File: src/rtl/mp_add_sequencer_if.sv
// Operand/result handshake bundle for mp_add_sequencer.
// The producer and consumer sides share one interface so the bench can drive both.
interface mp_add_sequencer_if #(
   parameter int WORDS = 4
);
   localparam int W = 8 * WORDS;

   logic         in_valid;
   logic         in_ready;
   logic [W-1:0] op_a;
   logic [W-1:0] op_b;
   logic         sub;
   logic         out_valid;
   logic         out_ready;
   logic [W-1:0] result;
   logic         carry_out;
   logic         overflow;

   modport master (
      output in_valid, op_a, op_b, sub, out_ready,
      input  in_ready, out_valid, result, carry_out, overflow
   );

   modport slave (
      input  in_valid, op_a, op_b, sub, out_ready,
      output in_ready, out_valid, result, carry_out, overflow
   );
endinterface

File: src/rtl/mp_add_sequencer.sv
// Multi-precision add/subtract: one 8-bit adder slice reused across WORDS byte lanes,
// carry chained through a register, one operation in flight at a time.
module mp_add_sequencer #(
   parameter int WORDS = 4
) (
   input  logic                clk,
   input  logic                rst,
   mp_add_sequencer_if.slave   bus,
   output logic                busy
);
   localparam int W  = 8 * WORDS;
   localparam int IW = $clog2(WORDS);
   localparam logic [IW-1:0] LAST_IDX = IW'(WORDS - 1);

   typedef enum logic [1:0] {
      S_IDLE = 2'd0,
      S_RUN  = 2'd1,
      S_DONE = 2'd2
   } state_e;

   state_e        state_q, state_d;
   logic [IW-1:0] idx_q, idx_d;
   logic [W-1:0]  a_q, a_d;
   logic [W-1:0]  b_q, b_d;
   logic          carry_q, carry_d;
   logic [W-1:0]  result_q, result_d;
   logic          carry_out_q, carry_out_d;
   logic          overflow_q, overflow_d;
   logic          in_ready_q, in_ready_d;
   logic          out_valid_q, out_valid_d;
   logic          busy_q, busy_d;

   logic [7:0]    a_byte_s;
   logic [7:0]    b_byte_s;
   logic [8:0]    slice_s;

   // Shared byte-wide adder operating on the lane selected by idx.
   always_comb begin
      a_byte_s = a_q[8*idx_q +: 8];
      b_byte_s = b_q[8*idx_q +: 8];
      slice_s  = {1'b0, a_byte_s} + {1'b0, b_byte_s} + {8'd0, carry_q};
   end

   // Next-state, datapath updates and registered-output decode.
   always_comb begin
      state_d     = state_q;
      idx_d       = idx_q;
      a_d         = a_q;
      b_d         = b_q;
      carry_d     = carry_q;
      result_d    = result_q;
      carry_out_d = carry_out_q;
      overflow_d  = overflow_q;
      case (state_q)
         S_IDLE: begin
            if (bus.in_valid) begin
               // Subtract is A + ~B + 1: the +1 enters as the initial carry.
               a_d     = bus.op_a;
               b_d     = bus.sub ? ~bus.op_b : bus.op_b;
               carry_d = bus.sub;
               idx_d   = '0;
               state_d = S_RUN;
            end else begin
               state_d = S_IDLE;
            end
         end
         S_RUN: begin
            result_d[8*idx_q +: 8] = slice_s[7:0];
            carry_d                = slice_s[8];
            if (idx_q == LAST_IDX) begin
               carry_out_d = slice_s[8];
               overflow_d  = (a_q[W-1] == b_q[W-1]) && (slice_s[7] != a_q[W-1]);
               idx_d       = '0;
               state_d     = S_DONE;
            end else begin
               idx_d       = idx_q + IW'(1);
            end
         end
         S_DONE: begin
            if (bus.out_ready) begin
               state_d = S_IDLE;
            end else begin
               state_d = S_DONE;
            end
         end
         default: begin
            state_d = S_IDLE;
         end
      endcase
      in_ready_d  = (state_d == S_IDLE);
      out_valid_d = (state_d == S_DONE);
      busy_d      = (state_d != S_IDLE);
   end

   // State and datapath registers; reset dominates everything.
   always_ff @(posedge clk) begin
      if (rst) begin
         state_q     <= S_IDLE;
         idx_q       <= '0;
         a_q         <= '0;
         b_q         <= '0;
         carry_q     <= 1'b0;
         result_q    <= '0;
         carry_out_q <= 1'b0;
         overflow_q  <= 1'b0;
         in_ready_q  <= 1'b1;
         out_valid_q <= 1'b0;
         busy_q      <= 1'b0;
      end else begin
         state_q     <= state_d;
         idx_q       <= idx_d;
         a_q         <= a_d;
         b_q         <= b_d;
         carry_q     <= carry_d;
         result_q    <= result_d;
         carry_out_q <= carry_out_d;
         overflow_q  <= overflow_d;
         in_ready_q  <= in_ready_d;
         out_valid_q <= out_valid_d;
         busy_q      <= busy_d;
      end
   end

   assign bus.in_ready  = in_ready_q;
   assign bus.out_valid = out_valid_q;
   assign bus.result    = result_q;
   assign bus.carry_out = carry_out_q;
   assign bus.overflow  = overflow_q;
   assign busy          = busy_q;
endmodule

File: src/flat_wrapper.sv
// flat-port wrapper written by rule: the top's interface ports become plain ports
module mp_add_sequencer_flat 
#(
   parameter int WORDS = 4
)
  (clk, rst, busy, bus_in_valid, bus_op_a, bus_op_b, bus_sub, bus_out_ready, bus_in_ready, bus_out_valid, bus_result, bus_carry_out, bus_overflow);
  mp_add_sequencer_if #(.WORDS(WORDS)) bus_i ();
  input  logic clk;
  input  logic rst;
  output logic busy;
  input wire logic [$bits(bus_i.in_valid)-1:0] bus_in_valid;
  input wire logic [$bits(bus_i.op_a)-1:0] bus_op_a;
  input wire logic [$bits(bus_i.op_b)-1:0] bus_op_b;
  input wire logic [$bits(bus_i.sub)-1:0] bus_sub;
  input wire logic [$bits(bus_i.out_ready)-1:0] bus_out_ready;
  output wire logic [$bits(bus_i.in_ready)-1:0] bus_in_ready;
  output wire logic [$bits(bus_i.out_valid)-1:0] bus_out_valid;
  output wire logic [$bits(bus_i.result)-1:0] bus_result;
  output wire logic [$bits(bus_i.carry_out)-1:0] bus_carry_out;
  output wire logic [$bits(bus_i.overflow)-1:0] bus_overflow;
  assign bus_i.in_valid = bus_in_valid;
  assign bus_i.op_a = bus_op_a;
  assign bus_i.op_b = bus_op_b;
  assign bus_i.sub = bus_sub;
  assign bus_i.out_ready = bus_out_ready;
  assign bus_in_ready = bus_i.in_ready;
  assign bus_out_valid = bus_i.out_valid;
  assign bus_result = bus_i.result;
  assign bus_carry_out = bus_i.carry_out;
  assign bus_overflow = bus_i.overflow;
  mp_add_sequencer #(.WORDS(WORDS)) u_core (.clk(clk), .rst(rst), .bus(bus_i), .busy(busy));
endmodule
File: config.mk
export PLATFORM = sky130hd
export DESIGN_NAME = mp_add_sequencer_flat
export DESIGN_NICKNAME = d
export VERILOG_FILES = /design/src/rtl/mp_add_sequencer_if.sv /design/src/rtl/mp_add_sequencer.sv /design/src/flat_wrapper.sv
export SDC_FILE = /design/constraint.sdc
export NUM_CORES = 1
export LEC_CHECK = 0
export BUFFER_PORTS_ARGS = -buffer_cell sky130_fd_sc_hd__buf_2
export CORE_ASPECT_RATIO = 1.1
export CORE_MARGIN = 2
export CORE_UTILIZATION = 35
export DETAILED_ROUTE_END_ITERATION = 7
export PLACE_DENSITY = 0.58
export REMOVE_ABC_BUFFERS = 1
export SKIP_LAST_GASP = 1
export SYNTH_ARGS = -nofsm -noshare
export SYNTH_HDL_FRONTEND = slang
export SYNTH_SLANG_ARGS = --single-unit
File: constraint.sdc
create_clock -name clk -period 3.7 [get_ports clk]
set_clock_uncertainty 0.15 [all_clocks]
set_input_delay 0.185 -clock clk [delete_from_list [all_inputs] [get_ports clk]]
set_output_delay 0.185 -clock clk [all_outputs]
set_load 0.01 [all_outputs]
After elaboration in Yosys (flattened, before gate mapping)
Index checks and enable logic that the tools add are counted.

Register bits after elaboration: 106. Input port bits: 69. Output and inout port bits: 37. Logic and storage cells: 46.

Add/sub/neg operators: 4. Equal/unequal tests: 7. Shifts and indexed selects: 4. Multiplexer cells: 11. Bitwise logic cells: 1. Reductions and logical operators: 8.

Operators with widths (number): $shiftx 32x6->8 (2); $neg 5->34 (1); $shift 8x34->32 const A (1); $shiftx 8x34->32 (1); $bwmux 32 (1); $mux 32 (1); $not 32->32 (1); $add 8x8->9 (1); $add 9x1->9 (1); $mux 2 (4); $eq 2x2->1 const B (3); $pmux 2 s3 (1); $reduce_and 2->1 (3); $logic_not 2->1 (2); $pmux 2 s2 (1); $reduce_bool 2->1 (2); $add 2x1->2 const B (1); $eq 2x1->1 const B (1); $mux 1 (2); $ne 2x2->1 const B (1); $pmux 1 s2 (1); $eq 1x1->1 (1); $logic_and 1x1->1 (1); $ne 1x1->1 (1).

Depth between registers and ports, before layout
Depth in word-level cells: 5. Depth in mapped cells: 11. Gate-level depth less buffers: 9.

Worst setup path after synthesis
No wires, ideal clock.

Path type: reg-to-reg. From: reg u_core.idx_q[1]. To: reg u_core.carry_q. Setup time: 132 ps. Arrival: 2802 ps. Required time: 3418 ps. Slack: 616 ps. Cell stages (with the launch flop): 12. Buffers on the path: 2. Clock period less this slack: 3084 ps. Path through: dfxtp_1 clkbuf_1 buf_2 mux4_2 fa_1 inv_1 fa_1 nor2b_1 o31a_1 o221a_2 o21ai_0 a21oi_1.

Cells in the longest elaborated chain, start to end: 4. Elaborated cells between the ends (all ways): 5. Those cells by class: 2 x add/sub; 2 x shift; 1 x mux.

Ends and longest elaborated chain: start: declaration (RTL line mp_add_sequencer.sv:22) `logic [IW-1:0] idx_q, idx_d;`; start signal: assignment (RTL line mp_add_sequencer.sv:111) `idx_q <= idx_d;`; $shiftx 32x6->8 (on tied branches) (RTL line mp_add_sequencer.sv:39, mp_add_sequencer.sv:40); $add 8x8->9 * (RTL line mp_add_sequencer.sv:41) `slice_s = {1'b0, a_byte_s} + {1'b0, b_byte_s} + {8'd0, carry_q};`; $add 9x1->9 * (RTL line mp_add_sequencer.sv:41); $pmux 1 s2 * (RTL line mp_add_sequencer.sv:54) `case (state_q)`; end signal: assignment (RTL line mp_add_sequencer.sv:114) `carry_q <= carry_d;`; end: declaration (RTL line mp_add_sequencer.sv:25) `logic carry_q, carry_d;`.

Mark *: on every way between the ends. The rest lies on a longest branch, timed or not. A chain may end at the register's enable or synchronous reset.

Worst setup path in the final report
From: reg u_core.idx_q[1]. To: reg u_core.overflow_q, in the netlist u_core.bus.overflow.

Cells in the longest elaborated chain, start to end: 5. Elaborated cells between the ends (all ways): 8. Those cells by class: 2 x add/sub; 2 x eq/ne; 2 x shift; 2 x reduce/logical.

Ends and longest elaborated chain: $shiftx 32x6->8 (on tied branches) (RTL line mp_add_sequencer.sv:39, mp_add_sequencer.sv:40); $add 8x8->9 (RTL line mp_add_sequencer.sv:41); $add 9x1->9 (RTL line mp_add_sequencer.sv:41); $ne 1x1->1 (RTL line mp_add_sequencer.sv:72) `overflow_d = (a_q[W-1] == b_q[W-1]) && (slice_s[7] != a_q[W-1]);`; $logic_and 1x1->1 (RTL line mp_add_sequencer.sv:72); end signal: assignment (RTL line mp_add_sequencer.sv:117) `overflow_q <= overflow_d;`; end: declaration (RTL line mp_add_sequencer.sv:28) `logic overflow_q, overflow_d;`.

Parallel ways exist; a longest one is shown, timed or not.

==> flow_summary.ini <==
[worst_setup_path]
timing.critical_path.arrival_ps = 3230
timing.critical_path.max_delay_family = compound AO/OA/AOI/OAI gates
critical_path_buf_inv_count = 1
cp_data_required_time_ps = 3810
crit_slowest_cell = dfxtp_1
startpoint_type = flop
setup.worst_path.end_class = flop
crit_path_cell_trace = buf_4 > mux4_2 > ha_1 > a21o_1 > a22oi_1 > o21a_1 > nand3_1 > a311oi_1
timing.critical_path.slowest_cell_delay_ps = 650
critical_path_peak_fanout = 12
setup.worst_path.class = flop to flop

[timing]
report.final.hold_viol_count = 0
final_period_minus_worst_setup_slack_ps = 3120
unrepaired_setup_endpoints_after_global_routing = false
finalSetupViolCount = 0
timing.slew.headroom_pct = 29.65
drv_slew = 0
achievable-frequency_ghz = 0.3205
final.hold.worst_slack_ps = 4.945
timing_worst_slew_pin_value_ps = 1053
totalNegativeSetupSlack_ps = 0
fin_crit_sh_pct = 84.32

[clocking]
cts_root_buffer = clkbuf_16
cts.sinks = 106
htree_num_levels = 3
cts.path.max_buffers = 2
cts.hold.buffers_added = 51
clock_tree_from_tritoncts = done
setup_buffers_after_cts = 0
clk_pin_slew_ps = 70
cts_repair_resize_count = 0
clk_latency_ps = 340
num_cts_buffers = 9

[run_status]
status = complete, no violations

[finish]
area_delta_synth_final_pct = 29.61
post_route_cells_drive_above_1_share_pct = 23.89
antenna-diode-count = 0
final_area_um2 = 6250
final_util_pct = 46.91
fillCellCount = 1267
final_nets = 732

[placement]
placedInstanceArea_um2 = 5448
port_buffers = 105
gpl.final_weighted_congestion = 0.7834
hpwlAfterDp_um = 8550

[floorplan]
placement_rows = 44
fp.coreArea_um2 = 13320
ios = 106
die_height_um = 127.1
initial_core_util_pct = 36.19
die_w_um = 115.9
die_area_um2 = 14730

[synth]
syn_inst = 510
synth_area_leaders = dfxtp_1 44%, mux4_2 7.5%, xnor2_1 6.2%, nor2_1 6.1%, nand2_1 5.6%
synth.cell_area_um2 = 4822
syn-mean-instance-area_um2 = 9.455
library_cell_occupying_the_most_area_in_the_post_synthesis_netlist = dfxtp_1
postSynth.asyncResetShare_pct = 0
synth_largest_type_area_fraction_pct = 44.01
synth-seq-cells = 106
yosysSeqAreaShare_pct = 44.01
yosysUniqueCellTypes = 46
synth_edf_count = 0
yosysWarnings = 0
synth_ff_type = dfxtp_1

[drt]
drt_first_iter_violations = 304
firstDrtPassIters = 4
detail_route.vias_per_cell = 4.838
detailroute.via_count = 4049
mean_routed_wirelength_per_cell_um = 14.24
wirelength_um = 11920
post-route-drc-count = 0
ant_nets = 0

[pwr]
power.net_switching_mw = 0.6780
total_power_mw = 2.588
vdd_ir_drop_max_v = 0.0002043
sequentialPowerShare_pct = 47.8
power.internal_mw = 1.910
pwr-share-comb_pct = 16.5
swShare_pct = 26.20
power.clock.fraction_pct = 35.7
power_density_nw_per_um2 = 414.1
static-leakage-power_nw = 2.538

[worst_hold_path]
hold_removal_path_class = primary input to flop

[grt]
wire_length_of_the_first_global_routing_pass_um = 18800
grt_max_degree = 70
grt_pass1_vias = 3832
grt_util_all_layers_pct = 16.05
antenna_found_initial = 0
overflow = 0

[flow_run]
max_cap_violations = 0
## layout make-up
| class | count | area, µm² | share of cell area [%] |
|---|---|---|---|
| well taps | 184 | 230.2 | 3.684 |
| multi-input cells | 361 | 2492 | 39.88 |
| flip-flops and latches | 106 | 2122 | 33.95 |
| repair buffers | 162 | 1084 | 17.34 |
| clock buffers | 12 | 266.5 | 4.264 |
| inverters | 8 | 30.03 | 0.4805 |
| clock inverters | 4 | 25.02 | 0.4004 |
## cell usage after synthesis (2+ instances only)
| library cell | n |
|---|---|
| dfxtp_1 | 106 |
| nor2_1 | 79 |
| nand2_1 | 72 |
| a21oi_1 | 37 |
| a211oi_1 | 35 |
| xnor2_1 | 34 |
| a22oi_1 | 31 |
| clkbuf_1 | 17 |
| mux4_2 | 16 |
| ha_1 | 13 |
| buf_2 | 8 |
| inv_1 | 8 |
| buf_1 | 5 |
| a32oi_1 | 4 |
| a21o_1 | 3 |
| nor2b_1 | 3 |
| nor4b_4 | 3 |
| o21ai_0 | 3 |
| buf_6 | 2 |
| fa_1 | 2 |
| nand2_2 | 2 |
| o211ai_1 | 2 |
| o21a_1 | 2 |
## flip-flops by register name (all words and copies together) (netlist names)
register,flops
u_core.busy,1
u_core.bus.in_ready,1
u_core.bus.out_valid,1
u_core.bus.result,32
u_core.carry_q,1
u_core.a_q,32
u_core.bus.overflow,1
u_core.bus.carry_out,1
u_core.b_q,32
u_core.state_q,2
u_core.idx_q,2
## metal layers
layer | GRT usage [%] | wire [µm] | vias to the layer above
met5 | 0 | 0 | -
met3 | 2.419 | 583 | 13
met4 | 6.092 | 136 | 0
li1 | - | - | 2068
met2 | 26.25 | 5584 | 103
met1 | 21.39 | 5610 | 1865
## final timing paths
check | cells past startpoint | startpoint | end | slack [ps]
worst max-delay path | 8 | u_core.idx_q[1] | u_core.bus.overflow | 580
worst min-delay path | 3 | bus_op_b[26] | u_core.b_q[26] | 5
worst max register to register | 8 | u_core.idx_q[1] | u_core.bus.overflow | 580
worst min register to register | 2 | u_core.a_q[18] | u_core.a_q[18] | 310
## stage by stage
| step | worst slack (ps) | cells |
|---|---|---|
| floorplan | 311.7 | 475 |
| global placement | 711.5 | 770 |
| detailed placement | 598.1 | 770 |
| CTS | 580.3 | 837 |
| global route | 338.6 | 837 |
| finish | 580.0 | 837 |
## worst reg2reg max path, stage by stage, from the launching register on
cell and delay, ps:
dfxtp_1 650, buf_4 260, mux4_2 510, ha_1 420
a21o_1 220, a22oi_1 190, o21a_1 270, nand3_1 110
a311oi_1 260
## power by group through the flow
stage	clock [mW]	sequential [mW]	combinational, mW
after global placement	0	1.26	0.380
final	0.923	1.24	0.428
after detailed placement	0	1.26	0.390
after global routing	0.977	1.24	0.474
after CTS	0.943	1.24	0.431
after floorplan	0	1.26	0.246
## layout by cell type (no fill, tap or decap), types with 2 or more instances in the layout
| cell | synthesis | final |
|---|---|---|
| nor4b_4 | 3 | 3 |
| a32oi_1 | 4 | 4 |
| mux4_2 | 16 | 16 |
| ha_1 | 13 | 13 |
| buf_4 | 0 | 7 |
| xnor2_1 | 34 | 34 |
| a21o_1 | 3 | 3 |
| nand2_2 | 2 | 2 |
| o211ai_1 | 2 | 2 |
| o21a_1 | 2 | 2 |
| clkinvlp_4 | 0 | 2 |
| buf_2 | 8 | 104 |
| a211oi_1 | 35 | 35 |
| dfxtp_1 | 106 | 106 |
| fa_1 | 2 | 2 |
| inv_1 | 8 | 8 |
| nor2_1 | 79 | 79 |
| a21oi_1 | 37 | 37 |
| nor2b_1 | 3 | 3 |
| a22oi_1 | 31 | 31 |
| clkinv_2 | 0 | 2 |
| clkbuf_8 | 1 | 3 |
| clkbuf_16 | 0 | 9 |
| nand2_1 | 72 | 72 |
| and2_2 | 1 | 2 |
| dlygate4sd3_1 | 0 | 51 |
| o21ai_0 | 3 | 3 |
## cell families after synthesis
group | share of synthesized area, %
AO/OA/AOI/OAI | 17.36
XOR/XNOR | 6.357
adder cells (fa/ha/maj) | 4.204
buffers and inverters | 4.333
flip-flops | 44.01
multiplexers | 7.680
AND/OR/NAND/NOR | 16.06
No activity file was read; power rests on OpenSTA's default activity.
